`src/rtl/fixed_point_mul_seq.sv`:
```
// fixed_point_mul_seq: sequential Q10.6 signed multiplier (sign-magnitude shift-add, 16 steps)
//
// Ports:
//   clk        in   1   clock, rising edge
//   rst_n      in   1   asynchronous active-low reset
//   in_valid   in   1   operands a/b presented
//   in_ready   out  1   high in IDLE, operands accepted on in_valid && in_ready
//   a, b       in   16  signed Q10.6 operands
//   out_valid  out  1   high in DONE, result/overflow valid
//   out_ready  in   1   consumer takes result
//   result     out  16  signed Q10.6 product (magnitude truncated toward zero)
//   overflow   out  1   product outside Q10.6 range
//
// Build option: define FXP_MUL_SAT_EN to saturate result on overflow;
// otherwise the low 16 bits of the signed product are returned (wrap).
module fixed_point_mul_seq (
    input  logic        clk,
    input  logic        rst_n,
    input  logic        in_valid,
    output logic        in_ready,
    input  logic [15:0] a,
    input  logic [15:0] b,
    output logic        out_valid,
    input  logic        out_ready,
    output logic [15:0] result,
    output logic        overflow
);
    typedef enum logic [1:0] {IDLE, BUSY, DONE} state_t;

    state_t      state, state_nxt;
    logic        sign;
    logic [31:0] mcand;
    logic [15:0] mplier;
    logic [31:0] acc;
    logic [3:0]  cnt;
    logic        accept;
    logic        last;
    logic [31:0] acc_nxt;
    logic [31:0] m;
    logic [15:0] wrap;
    logic [15:0] res_nxt;
    logic        ovf_nxt;

    always_ff @(posedge clk or negedge rst_n)
        if (!rst_n) state <= IDLE;
        else        state <= state_nxt;

    always_comb begin
        state_nxt = state;
        in_ready  = 1'b0;
        out_valid = 1'b0;
        case (state)
            IDLE: begin
                in_ready = 1'b1;
                if (in_valid) state_nxt = BUSY;
            end
            BUSY: if (cnt == 4'd15) state_nxt = DONE;
            DONE: begin
                out_valid = 1'b1;
                if (out_ready) state_nxt = IDLE;
            end
            default: state_nxt = IDLE;
        endcase
    end

    assign accept  = in_valid && in_ready;
    assign last    = (state == BUSY) && (cnt == 4'd15);
    // Multiplier is consumed LSB first while the multiplicand shifts left.
    assign acc_nxt = acc + (mplier[0] ? mcand : 32'd0);
    assign m       = acc_nxt >> 6;
    assign ovf_nxt = sign ? (m > 32'd32768) : (m > 32'd32767);
    // Negating m == 0 yields 0, so no negative zero can appear.
    assign wrap    = sign ? (16'd0 - m[15:0]) : m[15:0];
`ifdef FXP_MUL_SAT_EN
    assign res_nxt = ovf_nxt ? (sign ? 16'h8000 : 16'h7fff) : wrap;
`else
    assign res_nxt = wrap;
`endif

    always_ff @(posedge clk or negedge rst_n)
        if (!rst_n) begin
            sign     <= 1'b0;
            mcand    <= '0;
            mplier   <= '0;
            acc      <= '0;
            cnt      <= '0;
            result   <= '0;
            overflow <= 1'b0;
        end else if (accept) begin
            sign   <= a[15] ^ b[15];
            // Two's complement of 16'h8000 is 16'h8000, i.e. 32768 unsigned.
            mcand  <= {16'd0, a[15] ? 16'd0 - a : a};
            mplier <= b[15] ? 16'd0 - b : b;
            acc    <= '0;
            cnt    <= '0;
        end else if (state == BUSY) begin
            acc    <= acc_nxt;
            mcand  <= mcand << 1;
            mplier <= mplier >> 1;
            cnt    <= cnt + 4'd1;
            if (last) begin
                result   <= res_nxt;
                overflow <= ovf_nxt;
            end
        end
endmodule

```
`config.mk`:
```
export PLATFORM = sky130hd
export DESIGN_NAME = fixed_point_mul_seq
export DESIGN_NICKNAME = d
export VERILOG_FILES = /design/src/rtl/fixed_point_mul_seq.sv
export SDC_FILE = /design/constraint.sdc
export NUM_CORES = 1
export LEC_CHECK = 0
export CORE_MARGIN = 4
export CORE_UTILIZATION = 60
export CTS_CLUSTER_DIAMETER = 100
export CTS_CLUSTER_SIZE = 10
export DETAILED_ROUTE_END_ITERATION = 8
export PLACE_DENSITY = 0.82
export SYNTH_ARGS = -nofsm -noshare
export SYNTH_HDL_FRONTEND = slang
export SYNTH_SLANG_ARGS = --single-unit
```
`constraint.sdc`:
```
create_clock -name clk -period 5 [get_ports clk]
set_input_delay 0.75 -clock clk [delete_from_list [all_inputs] [get_ports clk]]
set_output_delay 0.75 -clock clk [all_outputs]
set_load 0.005 [all_outputs]
```
; Word level (Yosys, flattened, before mapping)
; Cells that the tools add are included.
[op_classes]
n_mux = 19
add_sub_neg = 5
n_bitwise = 2
eq_ne = 6
reduce_logical = 6
n_lt_le_gt_ge = 2
[op_table]
columns = op, n
row1 = 2-to-1 mux 32 bit, 5
row2 = 2-to-1 mux 16 bit, 5
row3 = subtractor 1 x 16 -> 16 bit (first input constant), 3
row4 = adder 32 bit, 1
row5 = > comparator 26 x 15 -> 1 bit (second input constant), 1
row6 = > comparator 26 x 16 -> 1 bit (second input constant), 1
row7 = 2-to-1 mux 4 bit, 2
row8 = 2-to-1 mux 2 bit, 3
row9 = case mux 2 bit (3 select lines), 1
row10 = AND reduction 3 bit, 2
row11 = adder 4 x 1 -> 4 bit (second input constant), 1
row12 = == test 4 bit (second input constant), 1
row13 = inequality test 2 bit (second input constant), 2
row14 = 2-to-1 mux 1 bit, 3
row15 = == test 2 x 1 -> 1 bit (second input constant), 1
row16 = == test 2 bit (second input constant), 1
row17 = logical AND 1 bit, 2
row18 = logical NOT 2 bit, 1
row19 = inequality test 2 x 1 -> 1 bit (second input constant), 1
row20 = nonzero test 2 bit, 1
row21 = NOT 1 bit, 1
row22 = XOR 1 bit, 1
[totals]
register_bits = 104
word_cells = 48
output_inout_bits = 19

; Longest topological paths before layout
[logic_depth]
depth_word = 5
ltp_mapped = 13
depth_no_buf = 12

; Least setup slack after synthesis
; OpenSTA, ideal clock, no wires.
[synth_timing]
kind = flip-flop to flip-flop
startpoint = reg mplier[0]
endpoint = reg overflow
required_time_ns = 4.868
path_slack_ns = 1.537
setup_ns = 0.132
period_less_slack_ns = 3.463
path_stages_with_launch = 14
arrival_time_ns = 3.331
path_cell_list = dfrtp_1 -> clkbuf_1 -> and2_1 -> ha_1 -> fa_1 -> a211oi_2 -> o21ai_2 -> a311o_1 -> a21oi_2 -> xor2_2 -> nand4_1 -> or3_1 -> o31ai_1 -> a31oi_1
[synth_via]
elab_chain_cells = 4
elab_cells_between_ends = 5
classes_between = add/sub (1) / order compare (2) / mux (2)
[synth_lines]
columns = item, line_no
row1 = start: declaration, 33  ; logic [15:0] mplier;
row2 = start signal: assignment, 93  ; mplier <= b[15] ? 16'd0 - b : b;
row3 = start signal: assignment, 99  ; mplier <= mplier >> 1;
row4 = 2-to-1 mux 32 bit *, 69  ; assign acc_nxt = acc + (mplier[0] ? mcand : 32'd0);
row5 = adder 32 bit *, 69
row6 = > comparator 26 x 15 -> 1 bit / > comparator 26 x 16 -> 1 bit (equally long branches), 71  ; assign ovf_nxt = sign ? (m > 32'd32768) : (m > 32'd32767);
row7 = 2-to-1 mux 1 bit *, 71
row8 = end signal: assignment, 103  ; overflow <= ovf_nxt;
row9 = end: declaration, 26  ; output logic overflow
; Every way passes the cells marked *; elsewhere a longest branch is shown, timed or not.
; A chain may end at the register's enable or synchronous reset.

; Final worst setup path
; Ends and elaborated chain as after synthesis.

==> flow_summary.ini <==
[run_status]
status = finished, final reports clean

[global_route]
grt_pass1_wl_mm = 29.7
grt_pass1_vias = 6188
antenna_found_initial = 0
overflow = 0
grt_max_degree = 83
grt.total_usage_pct = 25.5

[pwr]
finalPower_mw = 5.73
leakage_nw = 3.45
vdd_drop_max_v = 0.000358
powerDensity_nw_per_um2 = 701

[clock_tree]
path_clk_slew_ns = 0.07
cts_root_buf = clkbuf_16
htree_num_levels = 3
ctsResizeCount = 0
cts_sinks = 104
clockBufferDepth = 2
hold_buffers = 0
cts_buffers = 9
post_cts_buffers = 0
cts_tree = yes
insertion_delay_ns = 0.35

[timing]
fmax_ghz = 0.237
tns_ns = 0
finClkSkew_ns = 0.00709
report.final.slew_viol_count = 0
setup_violations = 0
fin_crit_ns = 4.21
holdWs_ns = 0.483
worst_pin_slew_ns = 1.12
hold_viol = 0
max-slew-margin-rel_pct = 25.0
fin_crit_sh_pct = 84.3
fin_ws_ns = 0.786
rsz0062_at_grt = no

[logic_synthesis]
seq_area_frac_synth_pct = 35.7
synth-simple-area-share_pct = 22.8
synth_area_per_cell_um2 = 8.30
ys_warn_count = 0
synth_top_family_by_area = compound AO/OA/AOI/OAI gates
synth_xor_area_share_pct = 7.78
synthAdderAreaFrac_pct = 6.44
synth_area_um2 = 7300
synthArstFlopShare_pct = 100
synth.net_count = 952
synth.distinct_cells = 75
ys_ff_latch = 104
synth_mux_area_share_pct = 0.411
synth_edf_count = 0
synth_compound_area_share_pct = 23.0
synthCells = 879
synth_ff_type = dfrtp_1

[floorplan]
rows = 40
die_area_um2 = 14000
ios = 55
core_um2 = 12000
fp.dieH_um = 118
die_w_um = 118
start_util_pct = 61.0

[job]
drv_cap = 0

[route]
first_pass_iters = 5
drtIter0Drc = 382
wl_mm = 17.4
via_per_inst = 6.09
drcViolationCount = 0
wl_per_cell_um = 16.6
ant_nets = 0
vias = 6398

[critical_path]
cp_num_cells = 12
start_kind = flip-flop
cp_cell_sequence = and2_1, ha_1, fa_1, a211oi_2, o21ai_2, a2111oi_0, o21ai_1, a311oi_1, xor2_1, o211ai_1, nor4b_1, a31oi_1
r2r_cells = 12
critPathRequiredTime_ns = 5.23
criticalPathCategory = reg -> reg
crit_fanout = 18
arrival_ns = 4.44
critPathCaptureType = flip-flop
slowest_delay_ns = 0.75
crit_buf_inv = 0
critical_path.top_delay_family = compound AO/OA/AOI/OAI gates
slowest_stage = a2111oi_0
rrSetupSlack_ns = 0.79

[finish]
diodes = 0
syn_to_final_growth_pct = 11.9
layout_common_cells = 154 x nand2_1, 104 x dfrtp_1, 84 x o21ai_0
mostFrequentLayoutCell = nand2_1
finish.net_count = 972
drive_gt1_share_pct = 6.53

[hold_path]
hold_depth = 2
min_path_type = reg -> reg

[placed_design]
hpwlAfterDp_mm = 12.9
gp_congestion = 0.890
portBuffers = 54
dp_slack_ns = 0.917
-- path summary, 6_finish.rpt --
| check | end | from |
|---|---|---|
| setup reg to reg | overflow | mplier[0] |
| min in group asynchronous | result[5] | rst_n |
| setup / recovery | overflow | mplier[0] |
| hold / removal | result[8] | result[8] |
| max in group asynchronous | acc[24] | rst_n |
| hold reg to reg | result[8] | result[8] |
-- per-layer routing --
metal	track usage, %	vias to the layer above	part of all wire [%]
met1	37.0	3037	48
met3	2.44	21	4.7
met2	40.6	168	46
met5	0	-	0
met4	7.99	0	1.6
li1	-	3172	-
-- worst min-delay path, delay by kind of cell (launching register included) --
family	cells	cell delay, ns
DFF	1	0.35
and+or+nand+nor	1	0.04
AOI/OAI and AO/OA	1	0.06
-- metrics by stage --
step | util [%] | instances | instance area, um2
after floorplan | - | 879 | 7300
after global placement | 65.8 | 1035 | 7870
after detailed placement | 65.8 | 1035 | 7870
after CTS | 68.3 | 1051 | 8170
after global routing | 68.3 | 1051 | 8170
final | 68.3 | 1051 | 8170
-- state kept, by name, summed over array words and instances, names as in the netlist --
name      cells
mplier       16
cnt           4
result       16
state         2
overflow      1
acc          32
sign          1
mcand        32
-- cells by family (layout without fill, tap and decap cells) --
kind of cell             after synthesis  in the layout
XOR/XNOR                              64             64
adder cells (fa/ha/maj)               37             37
multiplexers                           3              3
AND/OR/NAND/NOR                      349            349
flip-flops                           104            104
buffers and inverters                 70             95
AO/OA/AOI/OAI                        252            252
-- synthesized netlist by cell type (13+ instances only) --
master	instances	area [um2]
o21ai_1	13	65.1
clkbuf_1	36	135
and2_1	32	200
o31ai_1	14	105
dfrtp_1	104	2600
xor2_1	21	184
ha_1	36	450
inv_1	17	63.8
nand2_1	155	582
a31oi_1	26	163
nand3_1	34	170
xnor2_1	42	368
a21oi_1	33	165
o21ai_0	84	420
nor2_1	63	236
-- power by group --
| part | leakage, nW | internal (mW) | switching (mW) | total (mW) |
|---|---|---|---|---|
| logic | 1.99 | 1.39 | 2.12 | 3.50 |
| clock network | 0.147 | 0.355 | 0.347 | 0.702 |
| registers | 1.31 | 1.24 | 0.285 | 1.52 |
| total | 3.45 | 2.98 | 2.75 | 5.73 |
-- area by class of cell --
| cell class | count | area, um2 |
|---|---|---|
| clock inverter | 7 | 71.3 |
| timing repair buffer | 61 | 591 |
| fill | 980 | 3790 |
| tap | 147 | 184 |
| clock buffer | 9 | 225 |
| sequential | 104 | 2600 |
| multi-input combinational | 705 | 4430 |
| inverter | 18 | 67.6 |
Power figures use the tool's default switching activity.
